### src/rtl/eeprom_pkg.sv
// Shared types and constants for the parametrised EEPROM model.
package eeprom_pkg;

  typedef enum logic [1:0] {
    IDLE,
    PROG,
    ERASE
  } state_e;

  // Widest supported word; modules slice the low DATA_W bits.
  localparam int MAX_DATA_W = 1024;
  localparam logic [MAX_DATA_W-1:0] ERASED_WORD = '1;

  // One counter serves as both program-delay down-counter and erase address index.
  function automatic int cnt_width(input int wr_cycles, input int depth);
    int m;
    m = (wr_cycles > depth) ? wr_cycles : depth;
    return (m > 1) ? $clog2(m) : 1;
  endfunction

endpackage

### src/rtl/eeprom_array.sv
// DEPTH x DATA_W storage: one synchronous write port, one registered read port, no reset.
module eeprom_array #(
  parameter int DATA_W = 32,
  parameter int DEPTH  = 16,
  parameter int ADDR_W = $clog2(DEPTH)
) (
  input  logic              c,
  input  logic              we,
  input  logic [ADDR_W-1:0] wa,
  input  logic [DATA_W-1:0] wd,
  input  logic              re,
  input  logic [ADDR_W-1:0] ra,
  output logic [DATA_W-1:0] rdata
);

  logic [DATA_W-1:0] mem_q [DEPTH];
  logic [DATA_W-1:0] rdata_q;

  // A read and a write to the same word on one edge returns the old word.
  always_ff @(posedge c) begin
    if (we) mem_q[wa] <= wd;
    if (re) rdata_q <= mem_q[ra];
  end

  assign rdata = rdata_q;

endmodule

### src/rtl/eeprom_param.sv
// EEPROM controller: multi-cycle program, bulk erase, write protect, registered reads.
module eeprom_param
  import eeprom_pkg::*;
#(
  parameter int DATA_W    = 32,
  parameter int DEPTH     = 16,
  parameter int ADDR_W    = $clog2(DEPTH),
  parameter int WR_CYCLES = 4
) (
  input  logic              c,
  input  logic              rst_n,
  input  logic              str,
  input  logic              ld,
  input  logic [ADDR_W-1:0] a,
  input  logic [DATA_W-1:0] d_in,
  input  logic              wp,
  input  logic              erase,
  output logic [DATA_W-1:0] d,
  output logic              d_vld,
  output logic              busy,
  output logic              err
);

  localparam int                CNT_W      = cnt_width(WR_CYCLES, DEPTH);
  localparam logic [ADDR_W:0]   DEPTH_L    = (ADDR_W+1)'(DEPTH);
  localparam logic [CNT_W-1:0]  PROG_INIT  = CNT_W'(WR_CYCLES - 1);
  localparam logic [CNT_W-1:0]  ERASE_LAST = CNT_W'(DEPTH - 1);
  localparam logic [CNT_W-1:0]  CNT_ONE    = CNT_W'(1);

  state_e            state_q, state_d;
  logic [CNT_W-1:0]  cnt_q, cnt_d;
  logic [ADDR_W-1:0] addr_q, addr_d;
  logic [DATA_W-1:0] data_q, data_d;
  logic              d_vld_q, d_vld_d;
  logic              err_q, err_d;
  logic              busy_q, busy_d;
  logic              zero_q, zero_d;

  logic              a_ok, idle, we, re;
  logic [ADDR_W-1:0] wa;
  logic [DATA_W-1:0] wd, rdata;

  assign a_ok = {1'b0, a} < DEPTH_L;
  assign idle = (state_q == IDLE);

  always_comb begin
    state_d = state_q;
    cnt_d   = cnt_q;
    addr_d  = addr_q;
    data_d  = data_q;
    we      = 1'b0;
    wa      = addr_q;
    wd      = data_q;
    case (state_q)
      IDLE: begin
        if (erase && !wp) begin
          state_d = ERASE;
          cnt_d   = '0;
        end else if (str && !wp && a_ok) begin
          state_d = PROG;
          cnt_d   = PROG_INIT;
          addr_d  = a;
          data_d  = d_in;
        end
      end
      PROG: begin
        if (cnt_q == '0) begin
          we      = 1'b1;
          state_d = IDLE;
        end else begin
          cnt_d = cnt_q - CNT_ONE;
        end
      end
      ERASE: begin
        we = 1'b1;
        wa = cnt_q[ADDR_W-1:0];
        wd = ERASED_WORD[DATA_W-1:0];
        if (cnt_q == ERASE_LAST) begin
          state_d = IDLE;
          cnt_d   = '0;
        end else begin
          cnt_d = cnt_q + CNT_ONE;
        end
      end
      default: state_d = IDLE;
    endcase

    // Any rejected store/erase, and any out-of-range load, pulses err.
    err_d   = ((str || erase) && (!idle || wp)) || (str && !a_ok) ||
              (str && erase) || (ld && !a_ok);
    busy_d  = (state_d != IDLE);
    d_vld_d = ld;
    re      = ld && a_ok;
    zero_d  = ld ? !a_ok : zero_q;
  end

  always_ff @(posedge c or negedge rst_n) begin
    if (!rst_n) begin
      state_q <= IDLE;
      cnt_q   <= '0;
      d_vld_q <= 1'b0;
      err_q   <= 1'b0;
      busy_q  <= 1'b0;
      zero_q  <= 1'b1;
    end else begin
      state_q <= state_d;
      cnt_q   <= cnt_d;
      d_vld_q <= d_vld_d;
      err_q   <= err_d;
      busy_q  <= busy_d;
      zero_q  <= zero_d;
    end
  end

  always_ff @(posedge c) begin
    addr_q <= addr_d;
    data_q <= data_d;
  end

  eeprom_array #(
    .DATA_W (DATA_W),
    .DEPTH  (DEPTH),
    .ADDR_W (ADDR_W)
  ) u_array (
    .c     (c),
    .we    (we),
    .wa    (wa),
    .wd    (wd),
    .re    (re),
    .ra    (a),
    .rdata (rdata)
  );

  // zero_q masks the read register after reset and for out-of-range loads.
  assign d     = zero_q ? '0 : rdata;
  assign d_vld = d_vld_q;
  assign busy  = busy_q;
  assign err   = err_q;

endmodule

### config.mk
export PLATFORM = sky130hd
export DESIGN_NAME = eeprom_param
export DESIGN_NICKNAME = d
export VERILOG_FILES = /design/src/rtl/eeprom_pkg.sv /design/src/rtl/eeprom_array.sv /design/src/rtl/eeprom_param.sv
export SDC_FILE = /design/constraint.sdc
export NUM_CORES = 1
export LEC_CHECK = 0
export ABC_AREA = 1
export CAP_MARGIN = 20
export CORE_MARGIN = 1.5
export CORE_UTILIZATION = 58
export CTS_BUF_LIST = sky130_fd_sc_hd__clkbuf_4 sky130_fd_sc_hd__clkbuf_8
export CTS_CLUSTER_DIAMETER = 120
export CTS_CLUSTER_SIZE = 24
export DETAILED_ROUTE_END_ITERATION = 10
export PLACE_DENSITY = 0.76
export SETUP_SLACK_MARGIN = 0.02
export SYNTH_ARGS = -nofsm -noshare
export SYNTH_HDL_FRONTEND = slang
export SYNTH_SLANG_ARGS = --single-unit
### constraint.sdc
create_clock -name c -period 3.7 [get_ports c]
set_clock_uncertainty 0.2 [all_clocks]
set_input_delay 0.37 -clock c [delete_from_list [all_inputs] [get_ports c]]
set_output_delay 0.37 -clock c [all_outputs]
set_load 0.02 [all_outputs]
==> summary.md, run 1 <==
| Metric | Value |
|---|---|
| Status | `complete, no violations` |
| Clock sinks | `590` |
| Syn Area/Cell | `11.0 µm²` |
| R2R Path End | `u_array.mem_q[15][4]` |
| Fin worst setup slack | `0.560 ns` |
| Worst Path Arrival | `2.57 ns` |
| Overflow after GRT | `0` |
| Hold path depth | `1` |
| Vias in the first global route | `15500` |
| DP Worst Slack | `0.828 ns` |
| Worst r2r src | `state_q[1]` |
| Die height | `212 µm` |
| CTS Root Cell | `clkbuf_8` |
| Critical path type | `register to primary output` |
| Worst R2R Setup Slack | `0.74 ns` |
| VDD IR-drop max | `0.000435 V` |
| Setup TNS Final | `0 ns` |
| Switch share | `28.3%` |
| Fmax | `318 MHz` |
| Power Density | `490 nW/µm²` |
| Share of layout cells above drive strength 1 | `8.51%` |
| Unrepaired setup endpoints after global routing | `false` |
| Flop pwr share | `62.0%` |
| Initial antenna violation count | `0` |
| # H-tree levels | `1` |
| Worst Hold Launch | `d_in[0]` |
| # IOs | `77` |
| Starting Density | `58.7%` |
| Cell Area, Placed | `26400 µm²` |
| Final Hold Vio Count | `0` |
| Vias per cell | `5.50` |
| Final Setup Violations | `0` |
| Hold Path Class | `input pin to register` |
| CTS tree | `done` |
| Worst Path Required | `3.13 ns` |
| Synth Cell Area | `25300 µm²` |
| Reg2Reg Depth | `7` |
| GRT Util Overall | `27.2%` |
| Total vias in the final route | `16100` |
| Worst setup SP type | `register` |
| Post-DR wirelength/cell | `20.2 µm` |
| Die Area | `44900 µm²` |
| P_int | `9460 µW` |
| Placer Congestion | `0.877` |
| Layout area overhead | `6.59%` |
| FP Rows | `76` |
| Clk_lat worst skew | `0.69 ns` |
| Pleak | `0.0110 µW` |
| Yosys cell types | `25` |
| Core area | `43100 µm²` |
| Yosys Warn Count | `0` |
| First-pass GRT wire length | `91.0 mm` |
| Final min period | `3.14 ns` |
| Setup crit end kind | `primary output` |
| Diode count | `0` |
| Least-Margin Pin Slew | `1.09 ns` |
| Total CTS buffers | `28` |
| Mapped Nets | `2356` |
| Register area share after synthesis | `69.9%` |
| Max-cap viol count | `0` |
| Die X | `212 µm` |
| DR DRC count | `0` |
| Comb power frac | `17.5%` |
| Drt first pass iters | `5` |
| Drt first-iter violations | `1925` |
| CTS max path bufs | `3` |
| Antenna viol nets, final | `0` |
| Post-Layout Inst Area | `27000 µm²` |
| # port buffers | `76` |
| Flops & latches, synth | `590` |
| WHS Endpoint | `data_q[0]` |
| Final wirelength | `59.4 mm` |
| Max-slew violations | `0` |
| Switch Pwr | `3740 µW` |
| DP HPWL | `36.7 mm` |
| Worst-path clk slew | `0.15 ns` |
| Clock power share | `20.5%` |
| Fin Hold WS | `0.0248 ns` |
| Fin crit share | `84.9%` |
| Synth Instances | `2307` |
| Slew Limit Headroom | `27.1%` |
| Net count, final | `2389` |
| Critical-path maximum fanout | `33` |
| Largest net degree at the start of global routing | `167` |
[state kept, by name, indices dropped and copies added (netlist names)]
name,flops
u_array.rdata,32
zero_q,1
err,1
u_array.mem_q,512
addr_q,4
cnt_q,4
data_q,32
state_q,2
d_vld,1
busy,1
[per-layer routing]
metal | wire [µm] | track usage, %
met5 | 0 | 0
met1 | 23500 | 38.1
met2 | 28900 | 45.2
met3 | 5590 | 3.55
met4 | 1410 | 7.59
[logic make-up (layout without fill, tap and decap cells)]
group           count (synthesis)  count (layout)  synth area share [%]
compound gates                 12              12                 0.257
buf+inv                       427             471                  8.06
fa+ha+maj                       7               7                 0.346
flops                         590             590                  69.9
simple gates                 1271            1271                  21.5
[timing repair]
item,CTS,global route
gates resized for setup,0,0
hold buffers,2,1
setup buffers,0,0
endpoints found under the hold margin,10,2
[worst max-delay path by stage]
| stage | startpoint | to | slack, ns | cells after the start |
|---|---|---|---|---|
| 6_report | zero_q | d[16] | 0.56 | 2 |
| 5_1_grt | zero_q | d[16] | 0.39 | 2 |
| 4_1_cts | zero_q | d[16] | 0.45 | 2 |
| 3_5_place_dp | state_q[1] | u_array.mem_q[15][10] | 0.83 | 7 |
| 3_3_place_gp | state_q[1] | u_array.mem_q[15][4] | 0.89 | 7 |
| 2_1_floorplan | state_q[0] | u_array.mem_q[0][0] | 0.44 | 7 |
[layout by cell type, fill, tap and decap left out, types with 6 or more instances in the layout]
cell type / synthesis / final
nand2_1: 784 / 784
edfxtp_1: 580 / 580
nand3_1: 339 / 339
inv_1: 310 / 309
clkdlybuf4s50_1: 0 / 71
nand2_2: 59 / 59
nor2_1: 55 / 38
or2_2: 32 / 32
buf_4: 14 / 32
clkbuf_8: 0 / 29
nor2_4: 0 / 17
clkbuf_4: 0 / 11
dfrtp_1: 9 / 9
o21ai_0: 8 / 8
buf_12: 8 / 8
ha_1: 7 / 6
[critical path, stage by stage (launching register included)]
cell and delay [ns]:
dfstp_2 1.14, nor2_1 0.12, clkdlybuf4s50_1 0.59
[cell type report]
class	count	area (µm²)
fillers	3271	16100
flip-flops and latches	590	17700
clock buffers	40	482
inverters	312	1180
well taps	585	732
repair buffers	118	1170
clock inverters	1	11.3
multi-input cells	1290	5710
[synth_stat cells]
library cell	count	share of area, %
buf_12	8	0.63
inv_1	310	4.6
nor2_2	1	0.025
o21ai_0	8	0.16
nand2_2	59	1.5
buf_2	40	0.79
dfrtp_1	9	0.89
buf_4	14	0.42
a31oi_1	1	0.025
inv_2	1	0.015
a21oi_2	1	0.035
a21oi_1	1	0.020
clkbuf_1	19	0.28
nor2_1	55	0.82
nand2_1	784	12
ha_1	7	0.35
dfstp_2	1	0.10
inv_8	1	0.045
edfxtp_1	580	69
or2_2	32	0.79
nand3_1	339	6.7
o21ai_1	1	0.020
buf_1	8	0.12
buf_6	26	1.2
nand4_1	1	0.025
[stage by stage]
step	util (%)	cells	total power [µW]
5_1_grt	62.6	2936	13600
6_report	62.6	2936	13200
2_1_floorplan	-	2307	9650
3_5_place_dp	61.3	2891	10600
4_1_cts	62.5	2934	13200
3_3_place_gp	61.3	2891	10500
[power groups by stage]
stage          logic, µW  clock network [µW]  registers [µW]
6_report            2310                2710            8190
5_1_grt             2480                2930            8220
4_1_cts             2280                2720            8190
3_5_place_dp        2270                   0            8340
3_3_place_gp        2190                   0            8330
2_1_floorplan       1320                   0            8320
No activity file was read; power rests on OpenSTA's default activity.
==> run 2, diff against run 1 <==
clock period = 3.25 ns   (was 3.7 ns; I/O delays follow)
==> summary.md, run 2 (synthesis results as in run 1) <==
| Metric | Value |
|---|---|
| Cell Area, Placed | `26500 µm² (was 26400 µm²)` |
| Worst Hold Launch | `str (was d_in[0])` |
| Power Density | `546 nW/µm² (was 490 nW/µm²)` |
| Final Util | `63.5% (was 62.6%)` |
| CTS max path bufs | `3 (unchanged)` |
| Crit-path slowest cell | `buf_4 (was dfstp_2)` |
| Least-Margin Pin Slew | `0.961 ns (was 1.09 ns)` |
| Worst r2r src | `state_q[0] (was state_q[1])` |
| Delay of the slowest critical-path stage | `0.51 ns (was 1.14 ns)` |
| Die height | `212 µm (unchanged)` |
| Most common cell after layout, fill and taps aside | `nand2_1 (unchanged)` |
| Fmax | `334 MHz` |
| Setup TNS Final | `0 ns (unchanged)` |
| Final wirelength | `57.2 mm (was 59.4 mm)` |
| Layout area overhead | `8.14% (was 6.59%)` |
| WHS Endpoint | `err (was data_q[0])` |
| Commonest cells after routing, fill and taps aside | `nand2_1, edfxtp_1, nand3_1 (unchanged)` |
| Crit path max-delay family | `buffers and inverters (was flip-flops)` |
| Post-Layout Inst Area | `27300 µm² (was 27000 µm²)` |
| Core area | `43100 µm² (unchanged)` |
| Worst-path clk slew | `0.14 ns (was 0.15 ns)` |
| Worst Path Required | `3.36 ns (was 3.13 ns)` |
| Drt first pass iters | `5 (unchanged)` |
| Setup crit end kind | `register (was primary output)` |
| Met2 Resource Use GR | `44.4% (was 45.2%)` |
| Crit path cell chain | `inv_1, ha_2, inv_1, a21oi_2, nand3_1, nor2_4, buf_4 (was nor2_1, clkdlybuf4s50_1)` |
| DR DRC count | `0 (unchanged)` |
| Diode count | `0 (unchanged)` |
| Die X | `212 µm (unchanged)` |
| Overflow after GRT | `0 (unchanged)` |
| Total vias in the final route | `16200 (was 16100)` |
| Max FFs per register | `512 (unchanged)` |
| Status | `complete, no violations (unchanged)` |
| FP Rows | `76 (unchanged)` |
| DP HPWL | `33.5 mm (was 36.7 mm)` |
| Largest Register | `u_array.mem_q (unchanged)` |
| Pleak | `0.0111 µW (was 0.0110 µW)` |
| Critical-path maximum fanout | `32 (was 33)` |
| CP Buf/Inv Count | `3 (was 1)` |
| CTS tree | `done (unchanged)` |
| Total CTS buffers | `28 (unchanged)` |
| Vias per cell | `5.45 (was 5.50)` |
| R2R Path End | `u_array.mem_q[9][23] (was u_array.mem_q[15][4])` |
| Worst R2R Setup Slack | `0.25 ns (was 0.74 ns)` |
| CTS Root Cell | `clkbuf_8 (unchanged)` |
| Die Area | `44900 µm² (unchanged)` |
| Hold path depth | `3 (was 1)` |
| # H-tree levels | `1 (unchanged)` |
| GRT Util Overall | `25.9% (was 27.2%)` |
| Post-DR wirelength/cell | `19.2 µm (was 20.2 µm)` |
| Clk_lat worst skew | `0.68 ns (was 0.69 ns)` |
| Starting Density | `58.7% (unchanged)` |
| Placer Congestion | `0.845 (was 0.877)` |
| Share of layout cells above drive strength 1 | `8.82% (was 8.51%)` |
| Met1 usage | `34.1% (was 38.1%)` |
| Slew Limit Headroom | `35.9% (was 27.1%)` |
| Antenna viol nets, final | `0 (unchanged)` |
| Worst setup SP type | `register (unchanged)` |
| VDD IR-drop max | `0.000459 V (was 0.000435 V)` |
| Clock sinks | `590 (unchanged)` |
| Register area | `17700 µm² (unchanged)` |
| Drt first-iter violations | `1570 (was 1925)` |
| Post-CTS setup buffer count | `0 (unchanged)` |
| Max-cap viol count | `0 (unchanged)` |
| # port buffers | `76 (unchanged)` |
| Final Hold Vio Count | `0 (unchanged)` |
| Fin crit share | `92.3%` |
| First-pass GRT wire length | `88.4 mm (was 91.0 mm)` |
| GR Util met3 | `2.80% (was 3.55%)` |
| Largest net degree at the start of global routing | `185 (was 167)` |
| Critical path type | `register to register (was register to primary output)` |
| Final min period | `3.00 ns` |
| Footprint of the multi-input gates | `5710 µm² (unchanged)` |
| Initial antenna violation count | `0 (unchanged)` |
| Fillcell total | `3220 (was 3271)` |
| Hold Path Class | `input pin to register (unchanged)` |
| Net count, final | `2431 (was 2389)` |
| Worst Path Arrival | `3.11 ns (was 2.57 ns)` |
| Reg2Reg Depth | `7 (unchanged)` |
| # IOs | `77 (unchanged)` |
| Top cell by count, worst path | `inv_1` |
| Vias in the first global route | `16000 (was 15500)` |
| Final Setup Violations | `0 (unchanged)` |
| Busiest grt layer | `met2 (unchanged)` |
| Max-slew violations | `0 (unchanged)` |
| Unrepaired setup endpoints after global routing | `false (unchanged)` |
-- run 2: cell count changes in the layout (fill, tap and decap cells not counted) --
cell           change
dlygate4sd3_1     +31
buf_4             +11
-- run 2: layout make-up --
| type | count | area share (%) |
|---|---|---|
| tap | 585 | 2.68 |
| clock inverter | 1 | 0.0412 |
| multi-input combinational | 1290 | 20.9 |
| clock buffer | 40 | 1.76 |
| sequential | 590 | 64.6 |
| inverter | 312 | 4.32 |
| timing repair buffer | 160 | 5.71 |
-- run 2: timing repair --
item | 4_1_cts | 5_1_grt
endpoints found under the setup margin | 0 | 0
resized for setup | 0 | 0
hold buffers | 34 | 0
endpoints found under the hold margin | 42 | 0
-- run 2: metrics by stage --
step                worst slack [ns]  std cells  power [µW]  hold WS [ns]
CTS                            0.218       2978       14900       0.00745
finish                         0.252       2978       14900        0.0466
global route                   0.139       2978       15400        0.0266
global placement               0.400       2903       11800         0.344
detailed placement             0.303       2903       11900         0.365
floorplan                    -0.0132       2307       11000        -0.171
-- run 2: metal layers --
layer / share of wire, % / wire, µm
met1: 40 / 22700
met2: 50 / 28400
met3: 7.0 / 4010
met4: 3.7 / 2100
met5: 0 / 0
-- run 2: report_power, final --
part	switching, µW	leakage [µW]	total [µW]	internal, µW
clock	2130	0.000265	3090	959
sequential	118	0.00534	9330	9210
combinational	1870	0.00555	2510	639
-- run 2: how the worst max path moves through the flow --
| stage | start | endpoint | slack (ns) | cells past startpoint |
|---|---|---|---|---|
| 6_report | state_q[0] | u_array.mem_q[9][23] | 0.25 | 7 |
| 5_1_grt | state_q[0] | u_array.mem_q[2][10] | 0.14 | 7 |
| 4_1_cts | zero_q | d[19] | 0.22 | 3 |
| 3_5_place_dp | state_q[0] | u_array.mem_q[1][10] | 0.30 | 7 |
| 3_3_place_gp | state_q[0] | u_array.mem_q[9][24] | 0.40 | 7 |
| 2_1_floorplan | state_q[0] | u_array.mem_q[0][0] | -0.01 | 7 |
-- run 2: tightest hold or removal path, delay by kind of cell --
kind | cells | cell delay (ns)
compound gates | 1 | 0.06
buf+inv | 1 | 0.44
simple gates | 1 | 0.07
==> run 3, diff against run 2 <==
CORE_MARGIN = 2   (was 1.5)
==> summary.md, run 3 (synthesis results as in run 1) <==
| Metric | Value |
|---|---|
| GRT Util Overall | `25.5% (was 25.9%)` |
| Largest net degree at the start of global routing | `132 (was 185)` |
| Setup TNS Final | `0 ns (unchanged)` |
| Total CTS buffers | `28 (unchanged)` |
| Power Density | `545 nW/µm² (was 546 nW/µm²)` |
| Die X | `213 µm (was 212 µm)` |
| Hold Path Class | `input pin to register (unchanged)` |
| Critical path type | `register to primary output (was register to register)` |
| Fin crit share | `90.7% (was 92.3%)` |
| Clock sinks | `590 (unchanged)` |
| Flop pwr share | `62.5% (about the same)` |
| Post-CTS setup buffer count | `0 (unchanged)` |
| Drt first-iter violations | `1647 (was 1570)` |
| Final wirelength | `56.9 mm (was 57.2 mm)` |
| Final min period | `2.95 ns (was 3.00 ns)` |
| FP Rows | `76 (unchanged)` |
| Layout area overhead | `8.27% (was 8.14%)` |
| Fmax | `339 MHz (was 334 MHz)` |
| Post-DR wirelength/cell | `19.2 µm (about the same)` |
| Max-slew violations | `0 (unchanged)` |
| Net count, final | `2417 (was 2431)` |
| DR DRC count | `0 (unchanged)` |
| Setup crit end kind | `primary output (was register)` |
| CTS Root Cell | `clkbuf_8 (unchanged)` |
| Antenna viol nets, final | `0 (unchanged)` |
| # IOs | `77 (unchanged)` |
| Die Area | `45300 µm² (was 44900 µm²)` |
| Fin Hold WS | `0.0250 ns (was 0.0466 ns)` |
| Placed cells | `2898 (was 2903)` |
| Commonest cells after routing, fill and taps aside | `nand2_1, edfxtp_1, nand3_1 (unchanged)` |
| Most common cell after layout, fill and taps aside | `nand2_1 (unchanged)` |
| Vias per cell | `5.52 (was 5.45)` |
| Initial antenna violation count | `0 (unchanged)` |
| Clock power share | `20.8% (was 20.7%)` |
| Status | `complete, no violations (unchanged)` |
| Placer Congestion | `0.892 (was 0.845)` |
| Starting Density | `58.7% (unchanged)` |
| Share of layout cells above drive strength 1 | `8.70% (was 8.82%)` |
| Unrepaired setup endpoints after global routing | `false (unchanged)` |
| Worst setup SP type | `register (unchanged)` |
| Critical-path maximum fanout | `18 (was 32)` |
| Final Hold Vio Count | `0 (unchanged)` |
| Post-Layout Inst Area | `27400 µm² (was 27300 µm²)` |
| First-pass GRT wire length | `87.7 mm (was 88.4 mm)` |
| Post-CTS Hold Fix Bufs | `25 (was 34)` |
| Vias in the first global route | `16200 (was 16000)` |
| # port buffers | `76 (unchanged)` |
| Worst-path clk slew | `0.15 ns (was 0.14 ns)` |
| Largest Register | `u_array.mem_q (unchanged)` |
| Overflow after GRT | `0 (unchanged)` |
| Post-route insts no fill | `2966 (was 2978)` |
| Worst Path Arrival | `2.42 ns (was 3.11 ns)` |
| Switch share | `27.4% (was 27.6%)` |
| DP HPWL | `33.3 mm (was 33.5 mm)` |
| CTS max path bufs | `3 (unchanged)` |
| Die height | `213 µm (was 212 µm)` |
| Clk_lat worst skew | `0.67 ns (was 0.68 ns)` |
| # H-tree levels | `1 (unchanged)` |
| Slew Limit Headroom | `49.6% (was 35.9%)` |
| Pleak | `0.0111 µW (about the same)` |
| Total vias in the final route | `16400 (was 16200)` |
| P_int | `10800 µW (about the same)` |
| Cell Area, Placed | `26600 µm² (was 26500 µm²)` |
| Final Setup Violations | `0 (unchanged)` |
| Drt first pass iters | `5 (unchanged)` |
| Least-Margin Pin Slew | `0.756 ns (was 0.961 ns)` |
| VDD IR-drop max | `0.000427 V (was 0.000459 V)` |
| Max-cap viol count | `0 (unchanged)` |
| Switch Pwr | `4080 µW (was 4120 µW)` |
| Worst Path Required | `2.72 ns (was 3.36 ns)` |
| CTS tree | `done (unchanged)` |
| Core area | `43100 µm² (unchanged)` |
| Max FFs per register | `512 (unchanged)` |
| Comb power frac | `16.7% (was 16.8%)` |
| Resize count post-CTS | `0 (unchanged)` |
run 3: worst max-delay path, stage by stage (launching register included):
cell,delay (ns)
dfstp_2,0.89
buf_12,0.23
nor2_1,0.07
clkdlybuf4s50_1,0.55
run 3: layout make-up:
class,instances,area (µm²)
multi-input combinational,1290,5710
antenna,1,2.50
inverter,312,1180
timing repair buffer,146,1580
fill,3194,15700
clock buffer,41,489
clock inverter,1,11.3
tap,585,732
sequential,590,17700
run 3: power by group through the flow:
stage,Combinational [µW],Sequential [µW],Clock [µW]
after floorplan,1510,9480,0
after global placement,2360,9480,0
after detailed placement,2450,9500,0
after CTS,2480,9320,3120
after global routing,2740,9350,3360
final,2490,9320,3100
run 3: stage by stage:
stage / worst slack, ns / power [µW] / util, %
floorplan: -0.0132 / 11000 / -
global placement: 0.533 / 11800 / 61.8
detailed placement: 0.435 / 11900 / 61.8
CTS: 0.237 / 14900 / 63.6
global route: 0.229 / 15500 / 63.6
finish: 0.303 / 14900 / 63.6
run 3: path summary, 6_finish.rpt:
path / startpoint / to / slack (ns) / cells past startpoint
min reg2reg: cnt_q[0] / cnt_q[0] / 0.39 / 2
max: zero_q / d[30] / 0.30 / 3
min in group asynchronous: rst_n / cnt_q[3] / 0.32 / 2
max in group asynchronous: rst_n / zero_q / 2.18 / 2
max reg2reg: state_q[1] / u_array.mem_q[3][17] / 0.42 / 7
min: d_in[18] / data_q[18] / 0.03 / 1
run 3: layer usage:
metal  GRT usage [%]  wire length [µm]
met1            35.5             23000
met2            43.1             28000
met3            2.54              4690
met4            7.38              1170
met5               0                 0
